--- src/rtl/jtframe_sdram_share.sv ---
// jtframe_sdram_share: arbitrates one SDRAM bank port between the game
// (requester 0, default priority) and an auxiliary master (requester 1).
// An 8-bit starvation counter forces an aux grant after STARVE game grants
// made while aux was waiting.
// Optional feature macro: JTFRAME_SHARE_TIMEOUT_EN adds a 10-bit watchdog
// that abandons a transfer after 1023 busy cycles without ba_rdy and sets a
// sticky timeout flag. Without it the block waits for ba_rdy forever and
// timeout is tied low.
module jtframe_sdram_share #(
  parameter int AW     = 22,
  parameter int STARVE = 8
) (
  input  logic          clk,
  input  logic          rst,
  // game requester
  input  logic [AW-1:0] rq0_addr,
  input  logic          rq0_rd,
  input  logic          rq0_wr,
  input  logic [15:0]   rq0_din,
  input  logic [1:0]    rq0_din_m,
  output logic          rq0_ack,
  output logic          rq0_dst,
  output logic          rq0_rdy,
  // auxiliary requester
  input  logic [AW-1:0] rq1_addr,
  input  logic          rq1_rd,
  input  logic          rq1_wr,
  input  logic [15:0]   rq1_din,
  input  logic [1:0]    rq1_din_m,
  output logic          rq1_ack,
  output logic          rq1_dst,
  output logic          rq1_rdy,
  // SDRAM controller bank port
  output logic [AW-1:0] ba_addr,
  output logic          ba_rd,
  output logic          ba_wr,
  output logic [15:0]   ba_din,
  output logic [1:0]    ba_din_m,
  input  logic          ba_ack,
  input  logic          ba_dst,
  input  logic          ba_rdy,
  // status
  output logic          owner,
  output logic          busy,
  output logic          timeout
);

  typedef enum logic [1:0] {
    IDLE  = 2'd0,
    BUSY0 = 2'd1,
    BUSY1 = 2'd2
  } state_t;

  localparam logic [7:0] STARVE_LIM = 8'(STARVE);

  state_t     state_q, state_d;
  logic       owner_q, owner_d;
  logic [7:0] cnt_q, cnt_d;

  logic req0;
  logic req1;
  logic starved;
  logic tmo_fire;   // watchdog abandons the current transfer this cycle

  assign req0    = rq0_rd | rq0_wr;
  assign req1    = rq1_rd | rq1_wr;
  assign starved = (cnt_q >= STARVE_LIM);

`ifdef JTFRAME_SHARE_TIMEOUT_EN
  logic [9:0] timer_q, timer_d;
  logic       timeout_q, timeout_d;

  // Watchdog: held at zero while idle (so it is zero on entry to BUSYx),
  // counts busy cycles, fires when it has reached 1023 without ba_rdy.
  always_comb begin
    timer_d   = timer_q;
    timeout_d = timeout_q;
    tmo_fire  = 1'b0;
    if (state_q == IDLE) begin
      timer_d = 10'd0;
    end else begin
      timer_d = timer_q + 10'd1;
      if ((timer_q == 10'd1023) && !ba_rdy) begin
        tmo_fire  = 1'b1;
        timeout_d = 1'b1;
      end
    end
  end

  // Watchdog registers; the timeout flag is sticky until rst.
  always_ff @(posedge clk or posedge rst) begin
    if (rst) begin
      timer_q   <= 10'd0;
      timeout_q <= 1'b0;
    end else begin
      timer_q   <= timer_d;
      timeout_q <= timeout_d;
    end
  end

  assign timeout = timeout_q;
`else
  assign tmo_fire = 1'b0;
  assign timeout  = 1'b0;
`endif

  // Grant decision and transfer completion; starvation counter bookkeeping.
  always_comb begin
    state_d = state_q;
    owner_d = owner_q;
    cnt_d   = cnt_q;
    case (state_q)
      IDLE: begin
        if (req1 && starved) begin
          state_d = BUSY1;
          owner_d = 1'b1;
          cnt_d   = 8'd0;
        end else if (req0) begin
          state_d = BUSY0;
          owner_d = 1'b0;
          // only count game grants that made aux wait
          if (req1 && (cnt_q != 8'hff)) begin
            cnt_d = cnt_q + 8'd1;
          end
        end else if (req1) begin
          state_d = BUSY1;
          owner_d = 1'b1;
          cnt_d   = 8'd0;
        end
      end
      BUSY0, BUSY1: begin
        // always pass through IDLE so there is a gap between transfers
        if (ba_rdy || tmo_fire) begin
          state_d = IDLE;
        end
      end
      default: state_d = IDLE;
    endcase
  end

  // Arbiter state registers.
  always_ff @(posedge clk or posedge rst) begin
    if (rst) begin
      state_q <= IDLE;
      owner_q <= 1'b0;
      cnt_q   <= 8'd0;
    end else begin
      state_q <= state_d;
      owner_q <= owner_d;
      cnt_q   <= cnt_d;
    end
  end

  assign busy  = (state_q != IDLE);
  assign owner = owner_q;

  // Request bundle mux: owner equals the grantee while busy; in IDLE the
  // data path just keeps following the last grantee.
  assign ba_addr  = owner_q ? rq1_addr  : rq0_addr;
  assign ba_din   = owner_q ? rq1_din   : rq0_din;
  assign ba_din_m = owner_q ? rq1_din_m : rq0_din_m;
  assign ba_rd    = busy && !tmo_fire && (owner_q ? rq1_rd : rq0_rd);
  assign ba_wr    = busy && !tmo_fire && (owner_q ? rq1_wr : rq0_wr);

  // Handshake return path: unregistered, only the grantee sees the strobes.
  logic [1:0] grant;
  logic [1:0] ack_v;
  logic [1:0] dst_v;
  logic [1:0] rdy_v;

  assign grant = {state_q == BUSY1, state_q == BUSY0};

  genvar gi;
  generate
    for (gi = 0; gi < 2; gi++) begin : g_route
      assign ack_v[gi] = grant[gi] & ba_ack;
      assign dst_v[gi] = grant[gi] & ba_dst;
      assign rdy_v[gi] = grant[gi] & ba_rdy;
    end
  endgenerate

  assign rq0_ack = ack_v[0];
  assign rq0_dst = dst_v[0];
  assign rq0_rdy = rdy_v[0];
  assign rq1_ack = ack_v[1];
  assign rq1_dst = dst_v[1];
  assign rq1_rdy = rdy_v[1];

endmodule

--- config.mk ---
export PLATFORM = sky130hd
export DESIGN_NAME = jtframe_sdram_share
export DESIGN_NICKNAME = d
export VERILOG_FILES = /design/src/rtl/jtframe_sdram_share.sv
export SDC_FILE = /design/constraint.sdc
export NUM_CORES = 1
export LEC_CHECK = 0
export BUFFER_PORTS_ARGS = -buffer_cell sky130_fd_sc_hd__buf_2
export CAP_MARGIN = 20
export CORE_AREA = 2 2 61 63
export CTS_BUF_LIST = sky130_fd_sc_hd__clkbuf_8 sky130_fd_sc_hd__clkbuf_16
export DETAILED_ROUTE_END_ITERATION = 8
export DIE_AREA = 0 0 63 65
export GPL_TIMING_DRIVEN = 0
export PLACE_DENSITY = 0.79
export SETUP_SLACK_MARGIN = 0.1
export SLEW_MARGIN = 15
export SYNTH_ARGS = -nofsm -noshare
export SYNTH_HDL_FRONTEND = slang
export SYNTH_SLANG_ARGS = --single-unit
--- constraint.sdc ---
create_clock -name clk -period 3.4 [get_ports clk]
set_input_delay 0.68 -clock clk [delete_from_list [all_inputs] [get_ports clk]]
set_output_delay 0.68 -clock clk [all_outputs]
set_load 0.02 [all_outputs]
After elaboration in Yosys (flattened, before gate mapping)
Cells that the tools add are included.
Storage, ports and cells
  register bits: 11
  bits of input ports: 89
  output and inout port bits: 51
  word-level logic and storage cells: 47
Operators by class
  add/sub/neg operators: 1
  magnitude comparators: 1
  equal/unequal tests: 6
  multiplexer cells: 17
  bitwise logic cells: 8
  reductions and logical operators: 11
Operators with widths (count)
  two-way mux 8 bit: 4
  two-way mux 22 bit: 1
  two-way mux 16 bit: 1
  two-way mux 2 bit: 5
  adder 8 x 1 -> 8 bit, second input constant: 1
  >= comparator 8 x 4 -> 1 bit, second input constant: 1
  != test 8 bit, second input constant: 1
  AND 1 bit: 6
  two-way mux 1 bit: 5
  logical AND 1 bit: 4
  != test 4 bit, second input constant: 1
  one-hot mux 2 bit (2 select lines): 1
  AND reduction 2 bit: 2
  != test 3 x 1 -> 1 bit, second input constant: 1
  AND reduction 3 bit: 1
  nonzero test 3 bit: 1
  equality test 2 x 1 -> 1 bit, second input constant: 1
  equality test 2 bit, second input constant: 1
  logical NOT 2 bit: 1
  != test 2 bit, second input constant: 1
  bitwise OR 1 bit: 2
  nonzero test 2 bit: 1
  OR reduction 2 bit: 1

Logic depth before layout (Yosys ltp)
Gate-level depths: netlist (run 1).
  depth in word-level cells: 5
  depth in mapped cells: 6

Worst setup path before layout (run 1)
OpenSTA, ideal clock, no wires.
  path kind: register -> output
  start: register owner_q (netlist: owner)
  end: output ba_din[10]
  arrival time: 1.317 ns
  setup slack: 1.403 ns
  stages on the path, launching flop included: 4
  buffers on the path: 2
  cell sequence: dfrtp_1 > clkbuf_1 > buf_2 > mux2_2
On the way
  cells in the longest elaborated chain, start to end: 1
Ends and longest elaborated chain
  from (decl): line 57  | logic owner_q, owner_d;
  from (signal assigned): line 149  | owner_q <= owner_d;
  two-way mux 16 bit: line 160  | assign ba_din = owner_q ? rq1_din : rq0_din;
  to (decl): line 37  | output logic [15:0] ba_din,
Every way passes these cells.

Worst setup path in the final report (run 1)
  start: register owner_q (netlist: owner)
  end: output ba_din[9]
Same word-level chain as after synthesis.

==> results by group, run 1 <==
Status
  • Status: completed

Setup path
  • Worst Setup Path Type: flip-flop to output port
  • Required time worst endpoint: 2720 ps
  • CP max FO: 10
  • Reg2reg path depth: 6
  • Startpoint types: flip-flop
  • R2R Setup Slk: 1840 ps
  • Worst setup EP type: output port
  • CP arrival: 1710 ps

Floorplan
  • Die Ht: 65 um
  • Initial cell density of the core: 0.328
  • Die area: 4100 um2
  • Core ar.: 3500 um2
  • IO Pins: 140
  • Site Rows: 22
  • Die Wd: 63 um

Global route
  • Busiest grt layer: met2
  • First-pass GRT wire length: 6330 um
  • Antenna violations before repair: 1
  • Vias in the first global route: 1293
  • Final global-route overflow total: 0
  • Met3 usage: 0.0608
  • Aggregate global-route resource usage: 0.195
  • GRT met1 Usage: 0.261
  • Pin count of the biggest net entering global routing: 12
  • Global routing usage on met2: 0.320

STA
  • Tcrit/Tclk final: 0.702
  • Tmin final: 2390 ps
  • Max-slew violations: 0
  • Final hold violations: 0
  • Fin Setup TNS: 0 ps
  • Final Skew: 3.20 ps
  • RSZ-0062 raised after global routing: false
  • Max frequency: 419 MHz
  • Setup violators final: 0

Clock tree
  • Clk buf depth: 2
  • H-tree Lvls: 1
  • CTS Hold Bufs: 0
  • Clock transition at the registers of the reported paths: 50 ps
  • TritonCTS clock tree: built
  • Post-CTS sizing: 0
  • Total CTS buffers: 3
  • Postcts setup bufs: 0
  • Clock root buffer: clkbuf_8
  • Sink Count: 11
  • Clk_lat worst skew: 240 ps

Routing
  • Via density: 4.69
  • ANT nets after route: 0
  • Drt first pass iters: 4
  • Final WL: 4290 um
  • Initial DRC Count: 20
  • Remaining routing DRC violations: 0
  • Vias: 1439
  • DR WL/cell: 14.0 um

Power and ir drop
  • P_int: 621 uW
  • Leakage: 1.07 nW
  • Seq pwr share: 0.168
  • Total Power: 1.19 mW
  • Comb power frac: 0.725
  • Switching share of total power: 0.478
  • Worst vdd ir: 0.317 mV
  • Net Switching: 568 uW
  • Cell Pwr Density: 613 nW/um2
  • Clock power share: 0.107

Placed design
  • Post-DP HPWL: 3760 um
  • Placement Cell Area: 1900 um2
  • Routability cong.: 0.826
  • PortBufs: 138

Synthesis
  • Count leader, synth: mux2_2
  • Area share of the largest cell type after synthesis: 0.393
  • Post-synth EDFFs: 0
  • Cell variety after synth: 30
  • Post-Syn Area: 1150 um2
  • Seq/Total Area, Yosys: 0.240
  • Mapped Avg Cell Area: 9.80 um2
  • Largest area contributor in the netlist: mux2_2
  • Post-Synthesis Cells: 117
  • Number of synthesized register bits: 11
  • Syn_nets: 211
  • Yosys warnings: 0
  • Synth top area cells: mux2_2, dfrtp_1, ha_1
  • Synth cell count leaders: mux2_2, dfrtp_1, and2_1
  • Top_reg_cell synth: dfrtp_1
  • Async SR Flop Fraction: 1.00

Final layout
  • Antenna cells: 0
  • P&R area growth vs syn: 69.4%
  • Cell area after layout: 1940 um2
  • Nets: 354
  • Share of layout cells above drive strength 1: 0.737

Worst hold path
  • HP Class: input pin to async pin

Flow run
  • Max-cap viol count: 0
## power groups by stage
| stage | sequential [mW] | combinational, mW | clock (mW) |
|---|---|---|---|
| after floorplan | 0.199 | 0.601 | 0 |
| after global placement | 0.199 | 0.850 | 0 |
| after detailed placement | 0.201 | 0.861 | 0 |
| after CTS | 0.199 | 0.866 | 0.134 |
| after global routing | 0.206 | 0.933 | 0.139 |
| final | 0.200 | 0.862 | 0.127 |
## kinds of logic after synthesis
logic type | synth area share
flops | 0.240
simple gates | 0.126
buf+inv | 0.0513
mux | 0.410
other cells | 0.00327
compound gates | 0.115
fa+ha+maj | 0.0546
## sequential cells by signal, summed over array words and instances (netlist names)
name,flops
cnt_q,8
state_q,2
owner,1
## routing by layer
layer,wire [um],share of wire
met5,0,0
met1,1850,0.43
met4,0,0
met3,335,0.078
met2,2110,0.49
## per-stage QoR
stage / utilization / setup WS [ps] / hold WS (ps) / cells
finish: 0.555 / 1010 / 422 / 307
global route: 0.555 / 875 / 471 / 307
CTS: 0.555 / 987 / 440 / 307
detailed placement: 0.543 / 1250 / 475 / 303
global placement: 0.543 / 1230 / 469 / 303
floorplan: - / 1400 / 458 / 117
## worst max-delay path: stages (launching register included)
cell      delay, ps
dfrtp_1         340
clkbuf_1        270
buf_2           320
mux2_2          380
buf_2           160
## worst paths after layout
path                                        startpoint              endpoint
worst max register to register  state_q[1]$_DFFE_PP0P_  cnt_q[2]$_DFFE_PP0P_
min in group clk                  cnt_q[7]$_DFFE_PP0P_  cnt_q[7]$_DFFE_PP0P_
worst min register to register    cnt_q[7]$_DFFE_PP0P_  cnt_q[7]$_DFFE_PP0P_
worst max-delay path                 owner$_DFFE_PP0P_             ba_din[9]
worst min-delay path                               rst  cnt_q[3]$_DFFE_PP0P_
max in group asynchronous                          rst  cnt_q[0]$_DFFE_PP0P_
## area by class of cell
class | count | area [um2]
Clock inverter | 1 | 3.75
Sequential cell | 11 | 275
Multi-Input combinational cell | 93 | 812
Buffer | 7 | 36.3
Timing Repair Buffer | 138 | 691
Inverter | 6 | 22.5
Fill cell | 341 | 1550
Tap cell | 48 | 60.1
Clock buffer | 3 | 41.3
## cells in the final DEF (no fill, tap or decap), drive strengths merged, types with 3 or more instances in the layout
master / count
a21oi: 3
and2: 7
buf: 144
clkbuf: 4
dfrtp: 11
ha: 5
inv: 7
mux2: 40
nand2: 6
nor2: 4
o21a: 3
o21ai: 5
Power figures use the tool's default switching activity.
==> inputs of run 2 (changes only) <==
--- a/config.mk
+++ b/config.mk
@@ -7,12 +7,12 @@
 export LEC_CHECK = 0
 export BUFFER_PORTS_ARGS = -buffer_cell sky130_fd_sc_hd__buf_2
 export CAP_MARGIN = 20
-export CORE_AREA = 2 2 61 63
+export CORE_AREA = 2 2 62 64
 export CTS_BUF_LIST = sky130_fd_sc_hd__clkbuf_8 sky130_fd_sc_hd__clkbuf_16
 export DETAILED_ROUTE_END_ITERATION = 8
-export DIE_AREA = 0 0 63 65
+export DIE_AREA = 0 0 64 66
 export GPL_TIMING_DRIVEN = 0
-export PLACE_DENSITY = 0.79
+export PLACE_DENSITY = 0.77
 export SETUP_SLACK_MARGIN = 0.1
 export SLEW_MARGIN = 15
 export SYNTH_ARGS = -nofsm -noshare
==> constraint.sdc (replaced) <==
create_clock -name clk -period 2.2 [get_ports clk]
set_input_delay 0.44 -clock clk [delete_from_list [all_inputs] [get_ports clk]]
set_output_delay 0.44 -clock clk [all_outputs]
set_load 0.02 [all_outputs]
==> run 2 against run 1 <==
Register-to-register slack worse by 1200 ps. Cell area increased by 0.19%. Clock skew is 1.9 ps lower. Largest power group unchanged. Critical path depth unchanged. Global-route usage down 1.2 points. Sequential share of layout area is essentially flat. Worst setup slack worse by 830 ps. Non-clock buffer count did not move. Largest cell class unchanged. Sequential cell count is the same. Power grew 54%. Die area rose by 3.2%. Via count shrank 0.49%.
==> results by group, run 2 (synthesis results as in run 1) <==
STA
  • Final hold violations: 0 (unchanged)
  • Setup ws final: 182 ps (was 1010 ps)
  • Final Skew: 1.29 ps (was 3.20 ps)
  • Fin Setup TNS: 0 ps (unchanged)
  • Max-slew violations: 0 (unchanged)
  • Setup violators final: 0 (unchanged)
  • Hold slack: 187 ps (was 422 ps)
  • RSZ-0062 raised after global routing: false (unchanged)
  • Tmin final: 2020 ps
  • Tcrit/Tclk final: 0.917
  • Max frequency: 496 MHz

Setup path
  • Buf/Inv on CP: 3 (unchanged)
  • FF-to-FF End: cnt_q[2]$_DFFE_PP0P_ (unchanged)
  • Startpoint types: flip-flop (unchanged)
  • CP max FO: 10 (unchanged)
  • Cell mode on critical path: buf_2 (unchanged)
  • CP delay by family, top: buffers and inverters (unchanged)
  • Cell breakdown of the critical path: clkbuf_2 -> buf_2 -> mux2_2 -> buf_2 (was clkbuf_1 -> buf_2 -> mux2_2 -> buf_2)
  • Worst setup EP type: output port (unchanged)
  • Required time worst endpoint: 1760 ps (was 2720 ps)
  • Reg2reg path depth: 6 (unchanged)
  • RR Startpoint: state_q[0]$_DFFE_PP0P_ (was state_q[1]$_DFFE_PP0P_)
  • CP max-delay cell: mux2_2 (unchanged)
  • Worst Setup Path Type: flip-flop to output port (unchanged)
  • CP arrival: 1580 ps (was 1710 ps)
  • R2R Setup Slk: 610 ps (was 1840 ps)
  • Crit path largest cell delay: 380 ps (about the same)

Final layout
  • Commonest cells after routing, fill and taps aside: buf_2, mux2_2, dfrtp_1 (unchanged)
  • Most common cell after layout, fill and taps aside: buf_2 (unchanged)
  • Register Area: 275 um2 (unchanged)
  • Antenna cells: 0 (unchanged)
  • # fillers: 339 (was 341)
  • Nets: 354 (unchanged)
  • Largest reg by FF count: cnt_q (unchanged)
  • Final Util: 0.548 (was 0.555)
  • P&R area growth vs syn: 69.8% (was 69.4%)
  • Max reg flops: 8 (unchanged)
  • Share of layout cells above drive strength 1: 0.741 (was 0.737)
  • Area of the multi-input gates: 812 um2 (unchanged)

Clock tree
  • Clk_lat worst skew: 240 ps (about the same)
  • Postcts setup bufs: 0 (unchanged)
  • Clock transition at the registers of the reported paths: 50 ps (about the same)
  • Sink Count: 11 (unchanged)
  • Clk buf depth: 2 (unchanged)
  • TritonCTS clock tree: built (unchanged)
  • Clock root buffer: clkbuf_8 (unchanged)
  • Total CTS buffers: 3 (unchanged)
  • H-tree Lvls: 1 (unchanged)

Routing
  • Remaining routing DRC violations: 0 (unchanged)
  • Drt first pass iters: 4 (unchanged)
  • DR WL/cell: 13.8 um (was 14.0 um)
  • Initial DRC Count: 28 (was 20)
  • Via density: 4.66 (was 4.69)
  • Vias: 1432 (was 1439)
  • Final WL: 4230 um (was 4290 um)
  • ANT nets after route: 0 (unchanged)

Floorplan
  • Core ar.: 3550 um2 (was 3500 um2)
  • Site Rows: 22 (unchanged)
  • IO Pins: 140 (unchanged)
  • Die Ht: 66 um (was 65 um)
  • Initial cell density of the core: 0.323 (was 0.328)
  • Die area: 4220 um2 (was 4100 um2)
  • Die Wd: 64 um (was 63 um)

Power and ir drop
  • Leakage: 1.07 nW (about the same)
  • Worst vdd ir: 0.470 mV (was 0.317 mV)
  • Cell Pwr Density: 943 nW/um2 (was 613 nW/um2)
  • Total Power: 1.83 mW (was 1.19 mW)

Placed design
  • PortBufs: 138 (unchanged)
  • DP Worst Slack: 268 ps (was 1250 ps)
  • Routability cong.: 0.737 (was 0.826)
  • Post-DP HPWL: 3700 um (was 3760 um)

Worst hold path
  • HP Class: input pin to async pin (unchanged)

Global route
  • Vias in the first global route: 1301 (was 1293)
  • Final global-route overflow total: 0 (unchanged)
  • First-pass GRT wire length: 6000 um (was 6330 um)
  • Aggregate global-route resource usage: 0.184 (was 0.195)
  • Antenna violations before repair: 1 (unchanged)
  • Pin count of the biggest net entering global routing: 12 (unchanged)

Flow run
  • Max-cap viol count: 0 (unchanged)

Status
  • Status: completed (unchanged)
[run 2: cell types whose count changed in the layout (fill, tap and decap cells not counted), sizes merged]
cell    change
clkbuf      +1
buf         -1
[run 2: per-stage QoR]
step / std cells / instance area (um2)
after floorplan: 117 / 1150
after global placement: 303 / 1900
after detailed placement: 303 / 1900
after CTS: 307 / 1940
after global routing: 307 / 1950
final: 307 / 1950
[run 2: timing repair]
action                                  4_1_cts  5_1_grt
hold buffers                                  0        0
resized for setup                             1        1
endpoints found under the setup margin       37        3
[run 2: power breakdown]
| part | switching, mW | total, mW | internal (mW) |
|---|---|---|---|
| Sequential | 0.0505 | 0.309 | 0.259 |
| Combinational | 0.740 | 1.32 | 0.584 |
| Clock | 0.0780 | 0.201 | 0.123 |
| Total | 0.869 | 1.83 | 0.966 |
[run 2: how the worst max path moves through the flow]
stage,from,to,depth (start not counted)
2_1_floorplan,owner$_DFFE_PP0P_,ba_din[10],3
3_3_place_gp,owner$_DFFE_PP0P_,ba_din[5],4
3_5_place_dp,owner$_DFFE_PP0P_,ba_din[5],4
4_1_cts,owner$_DFFE_PP0P_,ba_din[5],4
5_1_grt,owner$_DFFE_PP0P_,ba_din[5],4
6_report,owner$_DFFE_PP0P_,ba_din[5],4
[run 2: layout make-up]
type	instances	share of cell area
timing repair buffer	138	0.355
buffer	7	0.0206
tap	48	0.0309
sequential	11	0.141
multi-input combinational	93	0.417
clock inverter	1	0.00193
inverter	6	0.0116
clock buffer	3	0.0212
[run 2: worst register-to-register path, stage by stage (launching register included)]
cell and delay (ps):
dfrtp_1 380, inv_1 100, ha_1 310, o21a_1 160, buf_2 210, o31ai_1 100
a32o_1 210
[run 2: metal layers]
metal	GRT usage	vias up	wire, um
li1	-	708	-
met1	0.201	652	1550
met2	0.331	64	2210
met3	0.0698	6	422
met4	0.0489	2	36
met5	0	-	13
==> inputs of run 3 (changes only) <==
--- a/config.mk
+++ b/config.mk
@@ -12,6 +12,7 @@
 export DETAILED_ROUTE_END_ITERATION = 8
 export DIE_AREA = 0 0 64 66
 export GPL_TIMING_DRIVEN = 0
+export MAX_ROUTING_LAYER = met4
 export PLACE_DENSITY = 0.77
 export SETUP_SLACK_MARGIN = 0.1
 export SLEW_MARGIN = 15
==> run 3 against run 2 <==
Worst setup slack worse by 6.2 ps. Sequential cell count unchanged. Cell count increased by 0.33%. Critical path depth is the same. Global-route usage up 0.49 points. Maximum frequency down 0.31%. Via count stayed put. Power grew 0.14%. First-iteration DRC count rose by 7.1%. Core utilization up 0.070 points. Register-to-register slack is essentially flat. Cell area grew 0.13%. Critical path type unchanged. Critical endpoint unchanged.
==> results by group, run 3 (synthesis results as in run 1) <==
Final layout
  • Nets: 354 (unchanged)
  • Share of layout cells above drive strength 1: 0.741 (unchanged)
  • # fillers: 338 (was 339)
  • Largest reg by FF count: cnt_q (unchanged)
  • Commonest cells after routing, fill and taps aside: buf_2, mux2_2, dfrtp_1 (unchanged)
  • Most common cell after layout, fill and taps aside: buf_2 (unchanged)
  • Cell area after layout: 1950 um2 (about the same)
  • Max reg flops: 8 (unchanged)
  • Final Instance Count excl. Fillers: 308 (was 307)
  • P&R area growth vs syn: 70.0% (was 69.8%)
  • Final Util: 0.549 (was 0.548)

Clock tree
  • Clock transition at the registers of the reported paths: 50 ps (about the same)
  • TritonCTS clock tree: built (unchanged)
  • Clk buf depth: 2 (unchanged)
  • Sink Count: 11 (unchanged)
  • H-tree Lvls: 1 (unchanged)
  • Total CTS buffers: 3 (unchanged)
  • Clk_lat worst skew: 240 ps (about the same)
  • Clock root buffer: clkbuf_8 (unchanged)

Floorplan
  • Site Rows: 22 (unchanged)
  • Die area: 4220 um2 (unchanged)
  • IO Pins: 140 (unchanged)
  • Die Ht: 66 um (unchanged)
  • Initial cell density of the core: 0.323 (unchanged)
  • Core ar.: 3550 um2 (unchanged)
  • Die Wd: 64 um (unchanged)

Routing
  • Initial DRC Count: 30 (was 28)
  • Via density: 4.65 (was 4.66)
  • Vias: 1432 (unchanged)
  • Final WL: 4270 um (was 4230 um)
  • Metal1 wirelength: 1630 um (was 1550 um)
  • Met2 WL: 2240 um (was 2210 um)
  • Drt first pass iters: 2 (was 4)
  • WL met3: 368 um (was 422 um)
  • Remaining routing DRC violations: 0 (unchanged)
  • ANT nets after route: 0 (unchanged)
  • DR WL/cell: 13.9 um (was 13.8 um)
  • Top Layer Used: met4 (was met5)

STA
  • Hold slack: 188 ps (was 187 ps)
  • Fin Setup TNS: 0 ps (unchanged)
  • Setup violators final: 0 (unchanged)
  • Max frequency: 494 MHz (was 496 MHz)
  • Max-slew violations: 0 (unchanged)
  • RSZ-0062 raised after global routing: false (unchanged)
  • Final hold violations: 0 (unchanged)
  • Tcrit/Tclk final: 0.920 (was 0.917)
  • Tmin final: 2020 ps (about the same)
  • Final Skew: 1.50 ps (was 1.29 ps)

Setup path
  • Startpoint types: flip-flop (unchanged)
  • Setup crit end: ba_din[5] (unchanged)
  • Worst Setup Path Type: flip-flop to output port (unchanged)
  • Required time worst endpoint: 1760 ps (about the same)
  • RR Startpoint: state_q[0]$_DFFE_PP0P_ (unchanged)
  • FF-to-FF End: cnt_q[2]$_DFFE_PP0P_ (unchanged)
  • Worst setup EP type: output port (unchanged)
  • CP arrival: 1580 ps (about the same)
  • Reg2reg path depth: 6 (unchanged)
  • R2R Setup Slk: 610 ps (about the same)
  • CP max FO: 10 (unchanged)
  • Worst setup path startpoint: owner$_DFFE_PP0P_ (unchanged)

Global route
  • Final global-route overflow total: 0 (unchanged)
  • Vias in the first global route: 1305 (was 1301)
  • Aggregate global-route resource usage: 0.189 (was 0.184)
  • Pin count of the biggest net entering global routing: 12 (unchanged)
  • Antenna violations before repair: 1 (unchanged)
  • First-pass GRT wire length: 6000 um (unchanged)

Flow run
  • Max-cap viol count: 0 (unchanged)

Placed design
  • Placed Instances: 303 (unchanged)
  • Placement Cell Area: 1900 um2 (unchanged)
  • Post-DP HPWL: 3700 um (unchanged)
  • PortBufs: 138 (unchanged)
  • Routability cong.: 0.747 (was 0.737)

Power and ir drop
  • Leakage: 1.07 nW (about the same)
  • Worst vdd ir: 0.470 mV (about the same)
  • Cell Pwr Density: 943 nW/um2 (about the same)

Status
  • Status: completed (unchanged)

Worst hold path
  • HP Class: input pin to async pin (unchanged)
run 3: changes by cell type in the layout (fill, tap and decap cells not counted):
cell     previous run  this run
diode_2             0         1
run 3: worst min-delay path by stage:
stage | start | end | slack [ps] | depth (start not counted)
after floorplan | rst | cnt_q[0]$_DFFE_PP0P_ | 290 | 1
after global placement | rst | cnt_q[5]$_DFFE_PP0P_ | 450 | 2
after detailed placement | rst | cnt_q[7]$_DFFE_PP0P_ | 460 | 2
after CTS | rst | cnt_q[7]$_DFFE_PP0P_ | 210 | 2
after global routing | rst | cnt_q[7]$_DFFE_PP0P_ | 230 | 2
final | rst | cnt_q[7]$_DFFE_PP0P_ | 190 | 2
run 3: report_power, final:
part,total (mW),switching (mW),internal [mW]
logic,1.33,0.744,0.584
registers,0.309,0.0503,0.259
clock network,0.200,0.0776,0.123
total,1.84,0.872,0.966
run 3: worst max-delay path, stage by stage (launching register included):
cell	delay, ps
dfrtp_1	340
clkbuf_2	190
buf_2	270
mux2_2	380
buf_2	170
run 3: what timing repair did:
action	in CTS	in global routing
hold buffers	0	0
endpoints found under the setup margin	37	3
hold endpoints to repair	0	0
buffers inserted	0	0
gates resized for setup	1	1
run 3: area by class of cell:
cell class                 instances  area (um2)  area share
multi-input combinational         93         812       0.417
inverter                           6        22.5      0.0116
antenna                            1        2.50     0.00128
sequential                        11         275       0.141
tap                               48        60.1      0.0308
timing repair buffer             138         691       0.355
clock inverter                     1        3.75     0.00193
buffer                             7        40.0      0.0206
clock buffer                       3        41.3      0.0212
run 3: per-layer routing:
metal | vias up | GRT usage
li1 | 708 | -
met4 | 0 | 0.0489
met5 | - | -
met2 | 58 | 0.331
met1 | 662 | 0.201
met3 | 4 | 0.0698
run 3: through the flow:
step / setup WS, ps / power [mW]
CTS: 153 / 1.85
global route: 103 / 1.98
floorplan: 443 / 1.24
global placement: 293 / 1.61
finish: 176 / 1.84
detailed placement: 268 / 1.64
